**config.mk**
```make
export PLATFORM = sky130hd
export DESIGN_NAME = bcd_display_scan
export DESIGN_NICKNAME = d
export VERILOG_FILES = /design/src/rtl/bcd_display_scan_pkg.sv /design/src/rtl/bcd_display_scan_dec.sv /design/src/rtl/bcd_display_scan.sv
export SDC_FILE = /design/constraint.sdc
export NUM_CORES = 1
export LEC_CHECK = 0
export BUFFER_PORTS_ARGS = -buffer_cell sky130_fd_sc_hd__buf_2
export CAP_MARGIN = 10
export CORE_UTILIZATION = 50
export DETAILED_ROUTE_END_ITERATION = 10
export PLACE_DENSITY = 0.71
export SYNTH_ARGS = -nofsm -noshare
export SYNTH_HDL_FRONTEND = slang
export SYNTH_SLANG_ARGS = --single-unit
```
**constraint.sdc**
```tcl
create_clock -name Clock -period 3.5 [get_ports Clock]
set_clock_uncertainty 0.05 [all_clocks]
set_input_delay 0.7 -clock Clock [delete_from_list [all_inputs] [get_ports Clock]]
set_output_delay 0.7 -clock Clock [all_outputs]
set_load 0.01 [all_outputs]
```
**src/rtl/bcd_display_scan_pkg.sv**
```systemverilog
// Shared constants for the four-digit BCD scan display: active-low
// segment patterns {g,f,e,d,c,b,a} and the scan FSM state encoding.
package bcd_display_scan_pkg;

  localparam logic [6:0] SEG_0    = 7'b1000000;
  localparam logic [6:0] SEG_1    = 7'b1111001;
  localparam logic [6:0] SEG_2    = 7'b0100100;
  localparam logic [6:0] SEG_3    = 7'b0110000;
  localparam logic [6:0] SEG_4    = 7'b0011001;
  localparam logic [6:0] SEG_5    = 7'b0010010;
  localparam logic [6:0] SEG_6    = 7'b0000010;
  localparam logic [6:0] SEG_7    = 7'b1111000;
  localparam logic [6:0] SEG_8    = 7'b0000000;
  localparam logic [6:0] SEG_9    = 7'b0010000;
  localparam logic [6:0] SEG_DASH = 7'b0111111;
  localparam logic [6:0] SEG_OFF  = 7'b1111111;

  typedef enum logic {
    ST_GAP   = 1'b0,
    ST_DRIVE = 1'b1
  } state_t;

endpackage

```
**src/rtl/bcd_display_scan_dec.sv**
```systemverilog
// Combinational BCD to active-low 7-segment decode; codes above 9 show a dash.
module bcd_to_seg
  import bcd_display_scan_pkg::*;
(
  input  logic [3:0] bcd_i,
  output logic [6:0] seg_o
);

  always_comb begin
    seg_o = SEG_DASH;
    case (bcd_i)
      4'd0: seg_o = SEG_0;
      4'd1: seg_o = SEG_1;
      4'd2: seg_o = SEG_2;
      4'd3: seg_o = SEG_3;
      4'd4: seg_o = SEG_4;
      4'd5: seg_o = SEG_5;
      4'd6: seg_o = SEG_6;
      4'd7: seg_o = SEG_7;
      4'd8: seg_o = SEG_8;
      4'd9: seg_o = SEG_9;
      default: seg_o = SEG_DASH;
    endcase
  end

endmodule

```
**src/rtl/bcd_display_scan.sv**
```systemverilog
// Four-digit multiplexed display scanner: shadowed BCD digits, per-slot blanking gap,
// optional leading-zero blanking. Seg/An are registered from next-state so they line up with the counter.
module bcd_display_scan
  import bcd_display_scan_pkg::*;
#(
  parameter int SCAN_DIV = 50000,
  parameter int GAP_CYC  = 500
) (
  input  logic       Clock,
  input  logic       Clear,
  input  logic       Load,
  input  logic [3:0] BCD3,
  input  logic [3:0] BCD2,
  input  logic [3:0] BCD1,
  input  logic [3:0] BCD0,
  input  logic       Blank_En,
  output logic [6:0] Seg,
  output logic [3:0] An,
  output logic [1:0] Digit_Sel,
  output logic       Slot_Tick
);

  localparam int CW = (SCAN_DIV > 2) ? $clog2(SCAN_DIV) : 1;

  logic [CW-1:0] cnt_q, cnt_d;
  logic [1:0]    sel_q, sel_d;
  state_t        state_q, state_d;
  logic [3:0]    dig_q [4];
  logic [3:0]    dig_d [4];
  logic [6:0]    seg_q, seg_d;
  logic [3:0]    an_q, an_d;
  logic          tick_q;
  logic          wrap;
  logic [3:0]    blank;
  logic [3:0]    cur_dig;
  logic [6:0]    dec_seg;

  assign wrap = (cnt_q == CW'(SCAN_DIV - 1));

  always_comb begin
    for (int k = 0; k < 4; k++) dig_d[k] = dig_q[k];
    if (Load) begin
      dig_d[3] = BCD3;
      dig_d[2] = BCD2;
      dig_d[1] = BCD1;
      dig_d[0] = BCD0;
    end
  end

  // Blanking looks at the next shadow value so a Load is visible on the very next cycle.
  always_comb begin
    blank    = 4'b0000;
    blank[3] = Blank_En && (dig_d[3] == 4'd0);
    blank[2] = blank[3] && (dig_d[2] == 4'd0);
    blank[1] = blank[2] && (dig_d[1] == 4'd0);
  end

  assign cur_dig = dig_d[sel_d];

  bcd_to_seg u_dec (
    .bcd_i (cur_dig),
    .seg_o (dec_seg)
  );

  always_comb begin
    cnt_d   = wrap ? '0 : cnt_q + CW'(1);
    sel_d   = wrap ? sel_q + 2'd1 : sel_q;
    state_d = state_q;
    case (state_q)
      ST_GAP:   if (cnt_d == CW'(GAP_CYC)) state_d = ST_DRIVE;
      ST_DRIVE: if (wrap) state_d = ST_GAP;
      default:  state_d = ST_GAP;
    endcase
    an_d  = 4'b1111;
    seg_d = SEG_OFF;
    if (state_d == ST_DRIVE) begin
      an_d = ~(4'b0001 << sel_d);
      if (!blank[sel_d]) seg_d = dec_seg;
    end
  end

  always_ff @(posedge Clock) begin
    if (Clear) begin
      cnt_q   <= '0;
      sel_q   <= 2'd0;
      state_q <= ST_GAP;
      for (int k = 0; k < 4; k++) dig_q[k] <= 4'd0;
      seg_q   <= SEG_OFF;
      an_q    <= 4'b1111;
      tick_q  <= 1'b0;
    end else begin
      cnt_q   <= cnt_d;
      sel_q   <= sel_d;
      state_q <= state_d;
      for (int k = 0; k < 4; k++) dig_q[k] <= dig_d[k];
      seg_q   <= seg_d;
      an_q    <= an_d;
      tick_q  <= (cnt_d == '0);
    end
  end

  assign Seg       = seg_q;
  assign An        = an_q;
  assign Digit_Sel = sel_q;
  assign Slot_Tick = tick_q;

endmodule

```
==> results.cfg <==
[status]
status = finished, final reports clean

[run]
max_cap_violations = 0

[timing]
tns_ps = 0
finalHoldViolCount = 0
tightest_slew_ps = 789
setup_viol = 0
relSlewSlack_pct = 47.4
hold_ws_ps = 434
period_needed_ps = 3030
rsz0062_at_grt = no
layout_worst_path_cycle_share_pct = 86.6
finalMaxSlewViolations = 0
fmax_mhz = 330

[global_route]
grt.overflow.total = 0
grt_first_pass_wirelength_mm = 8.02
grt_start_max_net_pins = 27
grt_pass1_vias = 1661
antenna_found_initial = 0
grt_usage_pct = 19.6

[critical_path]
crit_type = register to register
reg2reg_from = cnt_q[0]
critPathRequiredTime_ps = 3640
crit_fanout = 10
worstSetupEndpointType = register
startpoint = cnt_q[0]
r2r_slack_ps = 470
timing.rr.end = Seg[0]
startpoint_type = register
ff2ff_path_depth = 10
arrival_ps = 3170

[cells_and_area]
n_fill_cell = 455
layout_common_cells = nor2_1 (51), dfxtp_1 (47), buf_2 (33), mux2i_1 (20), nand2_1 (18)
final_common_cell = nor2_1
multi_input_area_sq_um = 1490
area_growth_pct = 9.73
seq_area_sq_um = 941
nNetsFinal = 332
diodes = 0
drive_gt1_share_pct = 20.3

[drt]
vias = 2014
antenna_left = 0
drt-total-wl_mm = 4.86
vias_per_cell = 5.40
drt_iter0_drc = 157
wl_per_cell_microns = 13.0
post-route-drc-count = 0
drtPass1Iterations = 4

[synthesis]
synth_async_sr_flop_share_pct = 0
syn_inst = 282
ys_ff_latch = 47
synth-edff-count = 0
synthesis.area_sq_um = 2550
yosysWarningCount = 0
syn_area_per_cell_sq_um = 9.03
synth.distinct_cells = 52
ys.flop_type = dfxtp_1
syn_nets = 308
synth_sequential_area_ratio_pct = 37.0

[cts]
cts.sinks = 47
cts.clk_slew.worst_paths_ps = 80
cts_tree = yes
cts_made_buffers = 5
cts_root_buf = clkbuf_8
postCtsHoldBufs = 0
post_cts_resize_count = 0
clock_latency_ps = 300
cts_setup_buffers = 0
htree_levels = 2
clockBufferDepth = 2

[floorplan]
core_area_sq_um = 4820
die_h_microns = 73.4
initial_core_util_pct = 52.9
io_pins = 34
die_x_microns = 73.4
std_cell_rows = 25
die-area_sq_um = 5380

[pwr]
powerDensity_nw_per_um2 = 358
leakage_nw = 1.06
p_total_w = 0.00100
vdd_ir_drop_max_mv = 0.264

[min_path]
worstHoldPathCells = 1
holdCritPathClass = register to register
hp-start = cnt_q[0]
min_to = cnt_q[0]

[place]
dpl.hpwl_mm = 3.55
port_buffers = 33
place_congestion = 0.848
## critical path, cell delays in order (launching register included)
cell      delay [ps]
dfxtp_1          400
ha_1             240
and3_1           310
and4_1           630
xnor2_4          190
o211ai_1         430
inv_1            120
ha_1             190
mux2i_1          160
and2_1           150
o21ai_1           60
## report_power, final
| part | internal (W) | switching [W] |
|---|---|---|
| Clock | 0.000155 | 0.000173 |
| Combinational | 0.0000509 | 0.0000621 |
| Sequential | 0.000549 | 0.00000961 |
| Total | 0.000755 | 0.000245 |
## stage by stage
step | setup WS [ps] | cells | utilization (%) | area [sq um]
4_1_cts | 466 | 373 | 58.0 | 2790
2_1_floorplan | 830 | 282 | - | 2550
3_5_place_dp | 495 | 366 | 56.2 | 2710
5_1_grt | 172 | 373 | 58.0 | 2790
6_report | 469 | 373 | 58.0 | 2790
3_3_place_gp | 640 | 366 | 56.2 | 2710
## synthesized netlist by cell type, types with 2 or more instances
library cell,n,area (sq um)
or2_2,3,18.8
nand4_1,3,18.8
nand2b_1,7,43.8
nand3b_1,2,15.0
nor4_1,4,25.0
nand2_1,18,67.6
mux2i_1,20,200
and2_1,2,12.5
mux2_2,5,56.3
mux2_1,2,22.5
buf_6,3,33.8
buf_2,8,40.0
or4_1,4,30.0
nor2b_1,5,31.3
ha_1,6,75.1
nor2_1,51,191
a31oi_1,2,12.5
dfxtp_1,47,941
o31a_1,2,17.5
o21ai_0,9,45.0
xor2_1,6,52.6
nor3_1,7,35.0
inv_1,5,18.8
a22o_1,3,26.3
a21oi_1,3,15.0
clkbuf_1,6,22.5
xnor2_1,10,87.6
o21ai_1,5,25.0
nand3_1,7,35.0
nand4_2,2,25.0
and3_1,4,25.0
## worst max path at each step
stage               endpoint  slack (ps)
floorplan             Seg[0]         830
global placement      Seg[0]         640
detailed placement    Seg[0]         490
CTS                   Seg[0]         470
global route          Seg[3]         170
finish                Seg[0]         470
## layout make-up
class                           count  share of cell area (%)
Multi-Input combinational cell    213                    53.3
Clock buffer                        6                    2.96
Sequential cell                    47                    33.7
Tap cell                           67                    3.00
Inverter                            5                   0.672
Clock inverter                      1                   0.179
Timing Repair Buffer               34                    6.18
## metal layers
layer	wire (microns)	track usage, %	up-vias
met5	0	0	-
met4	63	7.05	0
met3	208	3.84	7
met2	2080	27.5	46
met1	2510	29.4	934
li1	-	-	1027
## sequential cells by signal, indices dropped and copies added, names as in the netlist
name	count
Slot_Tick	1
Digit_Sel	2
Seg	7
state_q	1
dig_q	16
An	4
cnt_q	16
## logic make-up after synthesis
logic type,share of synthesized area (%)
DFF,37.0
xor gates and xnor gates,6.58
muxes,11.8
AOI/OAI and AO/OA,10.6
buffers and inverters,4.52
and+or+nand+nor,26.1
adders and majority gates,3.34
No activity file was read; power rests on OpenSTA's default activity.
